[src/rtl/range_xfer_fifo_pkg.sv]
// rtl/range_xfer_fifo_pkg.sv - range_xfer_pkg: geometry helpers and mode constants for range_xfer_fifo
package range_xfer_pkg;

   localparam int MODE_STRAIGHT = 0;
   localparam int MODE_CROSS    = 1;

   function automatic int range_w(input int hi, input int lo);
      return hi - lo + 1;
   endfunction

   function automatic int count_w(input int depth);
      return $clog2(depth + 1);
   endfunction

   function automatic int ptr_w(input int depth);
      return (depth > 1) ? $clog2(depth) : 1;
   endfunction

endpackage

[src/rtl/range_xfer_fifo_if.sv]
// rtl/range_xfer_fifo_if.sv - producer/consumer bus of range_xfer_fifo; RANGE_XFER_FIFO_PARITY_EN adds parity signals
interface range_xfer_fifo_if #(
   parameter int HI    = 2,
   parameter int LO    = -2,
   parameter int DEPTH = 4
) ();

   logic                                        in_valid;
   logic                                        in_ready;
   logic [HI:LO]                                i0;
   logic [LO:HI]                                i1;
   logic                                        out_valid;
   logic                                        out_ready;
   logic [HI:LO]                                o0;
   logic [LO:HI]                                o1;
   logic [range_xfer_pkg::count_w(DEPTH)-1:0]   count;
`ifdef RANGE_XFER_FIFO_PARITY_EN
   logic                                        i_par;
   logic                                        o_par;
   logic                                        par_err;

   modport slave (
      input  in_valid, i0, i1, out_ready, i_par,
      output in_ready, out_valid, o0, o1, count, o_par, par_err
   );
   modport master (
      output in_valid, i0, i1, out_ready, i_par,
      input  in_ready, out_valid, o0, o1, count, o_par, par_err
   );
`else
   modport slave (
      input  in_valid, i0, i1, out_ready,
      output in_ready, out_valid, o0, o1, count
   );
   modport master (
      output in_valid, i0, i1, out_ready,
      input  in_ready, out_valid, o0, o1, count
   );
`endif

endinterface

[src/rtl/range_xfer_fifo_mem.sv]
// rtl/range_xfer_fifo_mem.sv - range_xfer_mem: DEPTH x DW register array, one write port, one async read port
module range_xfer_mem #(
   parameter int DEPTH = 4,
   parameter int DW    = 10,
   parameter int AW    = 2
) (
   input  logic          clk,
   input  logic          we,
   input  logic [AW-1:0] waddr,
   input  logic [DW-1:0] wdata,
   input  logic [AW-1:0] raddr,
   output logic [DW-1:0] rdata
);

   logic [DW-1:0] mem [DEPTH];

   always_ff @(posedge clk) begin
      if (we) begin
         mem[waddr] <= wdata;
      end
   end

   assign rdata = mem[raddr];

endmodule

[src/rtl/range_xfer_fifo.sv]
// rtl/range_xfer_fifo.sv - range_xfer_fifo: DEPTH-entry valid/ready FIFO for a [HI:LO]/[LO:HI] bus pair
// Optional macro RANGE_XFER_FIFO_PARITY_EN adds o_par, i_par and sticky par_err.
module range_xfer_fifo import range_xfer_pkg::*; #(
   parameter int HI    = 2,
   parameter int LO    = -2,
   parameter int DEPTH = 4,
   parameter int MODE  = MODE_STRAIGHT
) (
   input  logic               clk,
   input  logic               rst,
   range_xfer_fifo_if.slave   bus
);

   localparam int W  = range_w(HI, LO);
   localparam int CW = count_w(DEPTH);
   localparam int PW = ptr_w(DEPTH);

   typedef logic [PW-1:0] ptr_t;
   typedef struct packed {
      logic [HI:LO] d0;
      logic [LO:HI] d1;
   } entry_t;

   ptr_t          wr_ptr, rd_ptr, rd_ptr_nx;
   logic [CW-1:0] cnt, cnt_nx;
   logic          out_valid_q;
   logic [HI:LO]  o0_q, m0;
   logic [LO:HI]  o1_q, m1;
   logic          push, pop;
   entry_t        wr_entry, rd_entry, head_entry;
   logic [2*W-1:0] rd_data;

   function automatic ptr_t ptr_inc(input ptr_t p);
      return (p == ptr_t'(DEPTH - 1)) ? '0 : p + ptr_t'(1);
   endfunction

   assign bus.in_ready  = (cnt != CW'(DEPTH));
   assign push          = bus.in_valid & bus.in_ready;
   assign pop           = out_valid_q & bus.out_ready;
   assign wr_entry.d0   = bus.i0;
   assign wr_entry.d1   = bus.i1;
   assign rd_ptr_nx     = pop ? ptr_inc(rd_ptr) : rd_ptr;

   always_comb begin
      cnt_nx = cnt;
      case ({push, pop})
         2'b10:   cnt_nx = cnt + CW'(1);
         2'b01:   cnt_nx = cnt - CW'(1);
         default: cnt_nx = cnt;
      endcase
   end

   range_xfer_mem #(
      .DEPTH (DEPTH),
      .DW    (2 * W),
      .AW    (PW)
   ) u_mem (
      .clk   (clk),
      .we    (push & ~rst),
      .waddr (wr_ptr),
      .wdata (wr_entry),
      .raddr (rd_ptr_nx),
      .rdata (rd_data)
   );

   assign rd_entry = entry_t'(rd_data);

   // The next head is the word being written when the FIFO would otherwise run dry.
   assign head_entry = (push && (wr_ptr == rd_ptr_nx)) ? wr_entry : rd_entry;

   // Index-for-index mapping: bit k of the source lands on bit k of the destination.
   if (MODE == MODE_CROSS) begin : g_cross
      for (genvar j = 0; j < W; j++) begin : g_bit
         localparam int K = LO + j;
         assign m0[K] = head_entry.d1[K];
         assign m1[K] = head_entry.d0[K];
      end
   end else begin : g_straight
      assign m0 = head_entry.d0;
      assign m1 = head_entry.d1;
   end

   always_ff @(posedge clk) begin
      if (rst) begin
         wr_ptr      <= '0;
         rd_ptr      <= '0;
         cnt         <= '0;
         out_valid_q <= 1'b0;
         o0_q        <= '0;
         o1_q        <= '0;
      end else begin
         if (push) begin
            wr_ptr <= ptr_inc(wr_ptr);
         end
         rd_ptr      <= rd_ptr_nx;
         cnt         <= cnt_nx;
         out_valid_q <= (cnt_nx != '0);
         if (cnt_nx == '0) begin
            o0_q <= '0;
            o1_q <= '0;
         end else begin
            o0_q <= m0;
            o1_q <= m1;
         end
      end
   end

   assign bus.out_valid = out_valid_q;
   assign bus.o0        = o0_q;
   assign bus.o1        = o1_q;
   assign bus.count     = cnt;

`ifdef RANGE_XFER_FIFO_PARITY_EN
   logic o_par_q, par_err_q;

   always_ff @(posedge clk) begin
      if (rst) begin
         o_par_q   <= 1'b0;
         par_err_q <= 1'b0;
      end else begin
         o_par_q <= (cnt_nx == '0) ? 1'b0 : ((^m0) ^ (^m1));
         if (push && (bus.i_par != ((^bus.i0) ^ (^bus.i1)))) begin
            par_err_q <= 1'b1;
         end
      end
   end

   assign bus.o_par   = o_par_q;
   assign bus.par_err = par_err_q;
`endif

endmodule

[src/flat_wrapper.sv]
// flat-port wrapper written by rule: the top's interface ports become plain ports
module range_xfer_fifo_flat import range_xfer_pkg::*;
#(
   parameter int HI    = 2,
   parameter int LO    = -2,
   parameter int DEPTH = 4,
   parameter int MODE  = MODE_STRAIGHT
)
  (clk, rst, bus_in_valid, bus_i0, bus_i1, bus_out_ready, bus_in_ready, bus_out_valid, bus_o0, bus_o1, bus_count);
  range_xfer_fifo_if #(.HI(HI), .LO(LO), .DEPTH(DEPTH)) bus_i ();
  input  logic clk;
  input  logic rst;
  input wire logic [$bits(bus_i.in_valid)-1:0] bus_in_valid;
  input wire logic [$bits(bus_i.i0)-1:0] bus_i0;
  input wire logic [$bits(bus_i.i1)-1:0] bus_i1;
  input wire logic [$bits(bus_i.out_ready)-1:0] bus_out_ready;
  output wire logic [$bits(bus_i.in_ready)-1:0] bus_in_ready;
  output wire logic [$bits(bus_i.out_valid)-1:0] bus_out_valid;
  output wire logic [$bits(bus_i.o0)-1:0] bus_o0;
  output wire logic [$bits(bus_i.o1)-1:0] bus_o1;
  output wire logic [$bits(bus_i.count)-1:0] bus_count;
  assign bus_i.in_valid = bus_in_valid;
  assign bus_i.i0 = bus_i0;
  assign bus_i.i1 = bus_i1;
  assign bus_i.out_ready = bus_out_ready;
  assign bus_in_ready = bus_i.in_ready;
  assign bus_out_valid = bus_i.out_valid;
  assign bus_o0 = bus_i.o0;
  assign bus_o1 = bus_i.o1;
  assign bus_count = bus_i.count;
  range_xfer_fifo #(.HI(HI), .LO(LO), .DEPTH(DEPTH), .MODE(MODE)) u_core (.clk(clk), .rst(rst), .bus(bus_i));
endmodule
[config.mk]
export PLATFORM = sky130hd
export DESIGN_NAME = range_xfer_fifo_flat
export DESIGN_NICKNAME = d
export VERILOG_FILES = /design/src/rtl/range_xfer_fifo_pkg.sv /design/src/rtl/range_xfer_fifo_if.sv /design/src/rtl/range_xfer_fifo_mem.sv /design/src/rtl/range_xfer_fifo.sv /design/src/flat_wrapper.sv
export SDC_FILE = /design/constraint.sdc
export NUM_CORES = 1
export LEC_CHECK = 0
export CORE_ASPECT_RATIO = 1.25
export CORE_MARGIN = 2
export CORE_UTILIZATION = 35
export CTS_BUF_LIST = sky130_fd_sc_hd__clkbuf_8
export DETAILED_ROUTE_END_ITERATION = 12
export SETUP_SLACK_MARGIN = 0.3
export SYNTH_ARGS = -nofsm -noshare
export SYNTH_HDL_FRONTEND = slang
export SYNTH_SLANG_ARGS = --single-unit
[constraint.sdc]
create_clock -name clk -period 6.6 [get_ports clk]
set_clock_uncertainty 0.05 [all_clocks]
set_input_delay 1.32 -clock clk [delete_from_list [all_inputs] [get_ports clk]]
set_output_delay 1.32 -clock clk [all_outputs]
set_load 0.02 [all_outputs]
[Word level (Yosys, flattened, before mapping)]
Memories as Yosys holds them, arrays and structs flattened. A register that Yosys moved wholly into a read port is not among the register bits.
Index checks and enable logic that the tools add are counted.
W data, S select, Z words.
Word-level totals
  register bits after elaboration: 8
  RAM bits: 40
  bits of input ports: 14
  output and inout bits: 15
  word-level logic and storage cells: 27
  memories: 1
Memory list
  u_core.u_mem.mem: words 4, bits a word 10, rd ports 1, clocked after Yosys merged registers in 1, write ports 1, line range_xfer_fifo_mem.sv:15  | logic [DW-1:0] mem [DEPTH];
Operators by class
  add/sub/neg operators: 4
  equality and inequality tests: 5
  mux-type cells: 6
  bitwise gates (word level): 4
  reduce and logical (&&, ||, !) cells: 3
Operators with widths (count)
  $eq A2 B2 Y1 const B: 3
  $mux W2: 3
  $pmux W3 S2: 1
  $add A2 B1 Y2 const B: 2
  $add A3 B1 Y3 const B: 1
  $and A1 B1 Y1: 3
  $logic_not A3 Y1: 1
  $ne A3 B3 Y1 const B: 1
  $reduce_bool A3 Y1: 1
  $sub A3 B1 Y3 const B: 1
  $eq A2 B1 Y1 const B: 1
  $mux W1: 2
  $reduce_or A2 Y1: 1
  $not A1 Y1: 1

[Logic depth before layout (Yosys ltp)]
  depth in word-level cells: 6
  depth in mapped cells: 10
  gate-level depth less buffers: 9

[By module]
From an unflattened synthesis, not the netlist that was laid out.
Unflattened totals
  cells, all modules: 146
  area, all modules: 2329.7 sq um
Modules (own cells, without submodules)
  range_xfer_mem: times used 1, cells an instance 56, area each 1473.9 sq um
  range_xfer_fifo: times used 1, cells an instance 90, area each 855.8 sq um

[Worst setup path before layout]
No wires, ideal clock.
  path type: input-to-reg
  start: input bus_out_ready
  end: register u_core.o0_q, in the netlist u_core.bus.o0[-1]
  setup time: 0.058 ns
  arrival time: 3.247 ns
  required time: 6.492 ns
  setup slack: 3.246 ns
  stages on the path: 10
  path buffers: 1
  path through: nand2_2 -> inv_1 -> ha_1 -> fa_1 -> xnor2_1 -> or3_1 -> a31o_1 -> and4b_1 -> buf_6 -> a22o_2
Between the ends
  word-level cells in the longest chain between the ends: 5
  elaborated cells on any way between the ends: 7
  those cells by class: 2 x eq/ne; 2 x mux; 1 x bitwise; 2 x reduce/logical
RTL lines
  start, declared: line flat_wrapper.sv:16  | input wire logic [$bits(bus_i.out_ready)-1:0] bus_out_ready;
  $and A1 B1 Y1 *: line range_xfer_fifo.sv:39  | assign pop = out_valid_q & bus.out_ready;
  $eq A2 B1 Y1 or $eq A2 B2 Y1 (tied branches): line range_xfer_fifo.sv:46  | case ({push, pop})
  $pmux W3 S2: line range_xfer_fifo.sv:46
  $logic_not A3 Y1: line range_xfer_fifo.sv:98  | if (cnt_nx == '0) begin
  $reduce_or A2 Y1 (no source line)
  end signal, assigned: line range_xfer_fifo.sv:102  | o0_q <= m0;
  end, declared: line range_xfer_fifo.sv:27  | logic [HI:LO] o0_q, m0;
Mark *: on every way between the ends. The rest lies on a longest branch, timed or not.
A chain may end at the register's enable or synchronous reset.

[Final worst setup path]
  start: input bus_in_valid
  end: register u_core.o0_q, in the netlist u_core.bus.o0[0]
Between the ends
  word-level cells in the longest chain between the ends: 5
  elaborated cells on any way between the ends: 6
  those cells by class: 2 x eq/ne; 1 x mux; 1 x bitwise; 2 x reduce/logical
RTL lines
  start, declared: line flat_wrapper.sv:13  | input wire logic [$bits(bus_i.in_valid)-1:0] bus_in_valid;
  $and A1 B1 Y1 *: line range_xfer_fifo.sv:38  | assign push = bus.in_valid & bus.in_ready;
  $eq A2 B1 Y1 or $eq A2 B2 Y1 (tied branches): line range_xfer_fifo.sv:46
  $pmux W3 S2 *: line range_xfer_fifo.sv:46
  $logic_not A3 Y1 *: line range_xfer_fifo.sv:98
  $reduce_or A2 Y1 (no source line) *
Marks and branches as above.

==> impl_metrics.tcl <==
set metrics [dict create \
    status "finished, final reports clean" \
    yosys_register_bits 58 \
    postRouteWirelength_mm 4.07 \
    start_util_pct 36.5 \
    die_h_um 94.0 \
    crit_type "in -> reg" \
    fmax_mhz 260 \
    grt_pass1_vias 1290 \
    tightest_slew_ns 0.600 \
    antenna_cells 0 \
    grt_max_degree 13 \
    antenna_found_initial 0 \
    post-route-util_pct 46.5 \
    ys_seq_area_share_pct 68.9 \
    tns_ns 0 \
    slew_viol_final 0 \
    hold_viol 0 \
    wire_per_inst_um 15.9 \
    cts_buffers 9 \
    drt-initial-drc-count 87 \
    synth.distinct_cells 29 \
    hold_class "reg -> reg" \
    clk_latency_ns 0.33 \
    final_layout_size_suffix_gt1_share_pct 24.1 \
    cts_htree_levels 3 \
    via_count 1211 \
    crit_required_ns 6.82 \
    cts_sinks 58 \
    start_kind "input port" \
    ir_drop_uv 196 \
    crit_arrival_ns 4.06 \
    fp-row-count 32 \
    syn_nets 149 \
    finalCritPeriodShare_pct 58.2 \
    grt_first_pass_wirelength_mm 6.64 \
    die_area_mm2 0.00714 \
    synth_cells 128 \
    ios 29 \
    synth.area.top_cells "edfxtp_1 53%, dfxtp_1 16%, mux4_2 9.9%" \
    hold_ws_ns 0.451 \
    drt-pass1-iter-count 4 \
    nets 186 \
    yosys_most_used_dff "edfxtp_1" \
    syn-cell-area_mm2 0.00227 \
    ctsHoldBuffers 0 \
    routabilityCongestion 0.694 \
    holdCritStartpoint "u_core.wr_ptr[1]" \
    clkSlewWorstSetupHoldPaths_ns 0.07 \
    netlist.area_leader.share_pct 53.0 \
    via_per_inst 4.75 \
    dieWidth_um 76.0 \
    ys.warnings.count 0 \
    drtAntennaViolNets 0 \
    leakage_nw 1.03 \
    synth_enable_flop_cells 40 \
    powerDensity_mw_per_mm2 412 \
    cts_resized 0 \
    async_reset_ff_share_pct 0 \
    slew_headroom_pct 60.0 \
    synth_most_common_cell "edfxtp_1" \
    grt-ovfl-total 0 \
    clockBufferDepth 2 \
    cts_root_buffer "clkbuf_8" \
    yosys-top-cells-count "40 x edfxtp_1, 18 x dfxtp_1, 10 x mux4_2" \
    finalSetupViolCount 0 \
    cts_tree "done" \
    period_needed_ns 3.84 \
    drcViolationCount 0 \
    rsz0062_at_grt "false" \
    syn_area_per_cell_um2 17.7 \
    cap_violations 0 \
    end_kind "register" \
    syn_to_final_growth_pct 27.3 \
    gr-usage-all-layers_pct 12.6 \
    numPortBuffers 28 \
    yosys.area.top_type "edfxtp_1" \
    coreArea_mm2 0.00621 \
    cts_setup_buffers 0 \
    hpwl_mm 2.63 \
    critPathLaunch "bus_in_valid" \
    r2r_start "u_core.bus.count[0]" \
    crit_fanout 10 \
]
==> flip-flops by register name (all words and copies together), names as in the netlist <==
signal	cells
u_core.bus.o1[-1]	1
u_core.u_mem.mem	40
u_core.bus.o0[-2]	1
u_core.bus.o0	3
u_core.bus.o1[-2]	1
u_core.wr_ptr	2
u_core.bus.out_valid	1
u_core.bus.o0[-1]	1
u_core.rd_ptr	2
u_core.bus.count	3
u_core.bus.o1	3
==> stage by stage <==
step | total power [W] | setup WS [ns] | cells | area (um^2)
CTS | 0.00120 | 2.75 | 255 | 2880
floorplan | 0.000688 | 3.25 | 128 | 2270
global placement | 0.000807 | 2.46 | 239 | 2640
global route | 0.00125 | 2.59 | 255 | 2880
detailed placement | 0.000812 | 2.41 | 239 | 2640
finish | 0.00119 | 2.76 | 255 | 2880
==> metal layers <==
metal	vias up	GRT usage, %	part of all wire (%)
met4	0	7.27	1.6
li1	570	-	-
met1	605	15.9	46
met3	7	2.98	4.1
met5	-	0	0
met2	29	19.9	49
==> worst paths after layout <==
path	slack, ns	end	depth (start not counted)
worst max register to register	3.62	u_core.bus.o0[0]	9
worst min register to register	0.45	u_core.wr_ptr[1]	2
worst min-delay path	0.45	u_core.wr_ptr[1]	2
worst max-delay path	2.76	u_core.bus.o0[0]	9
==> cells by family (layout without fill, tap and decap cells) <==
group	count (synthesis)	in the layout	share of synthesized area, %
AO/OA/AOI/OAI	17	17	6.96
XOR/XNOR	4	4	1.55
adder cells (fa/ha/maj)	7	7	4.20
buffers and inverters	8	50	1.77
flip-flops	58	58	68.9
multiplexers	13	13	11.4
AND/OR/NAND/NOR	21	21	5.19
==> report_power, final <==
| part | total, W | internal [W] | switching (W) |
|---|---|---|---|
| sequential | 0.000464 | 0.000439 | 0.0000257 |
| clock | 0.000390 | 0.000250 | 0.000140 |
| combinational | 0.000334 | 0.000172 | 0.000162 |
==> critical path, cell delays in order <==
cell and delay [ns]:
clkdlybuf4s50_1 0.53, nand2_4 0.08, ha_1 0.24, fa_1 0.38, xnor2_1 0.14, or3_1 0.32, a31o_1 0.27, and4b_1 0.55
a22o_2 0.23
==> placed cells by master, fill, tap and decap left out, types with 2 or more instances in the layout <==
| cell type | netlist | final |
|---|---|---|
| dfxtp_1 | 18 | 18 |
| xnor2_1 | 3 | 3 |
| clkinvlp_4 | 0 | 2 |
| mux2i_1 | 2 | 2 |
| a22o_1 | 2 | 2 |
| a21oi_1 | 3 | 3 |
| nor2_1 | 9 | 9 |
| inv_1 | 4 | 4 |
| buf_4 | 0 | 2 |
| mux4_2 | 10 | 10 |
| clkdlybuf4s50_1 | 0 | 28 |
| edfxtp_1 | 40 | 40 |
| and2_1 | 4 | 4 |
| bufinv_16 | 0 | 3 |
| a22o_2 | 9 | 9 |
| ha_1 | 6 | 6 |
| clkbuf_8 | 0 | 9 |
==> layout make-up <==
class | instances | area (um^2)
fillers | 544 | 3320
inverters | 4 | 15.0
multi-input cells | 62 | 664
clock inverters | 7 | 118
repair buffers | 30 | 295
clock buffers | 9 | 124
well taps | 85 | 106
flip-flops and latches | 58 | 1560
No activity file was read; power rests on OpenSTA's default activity.
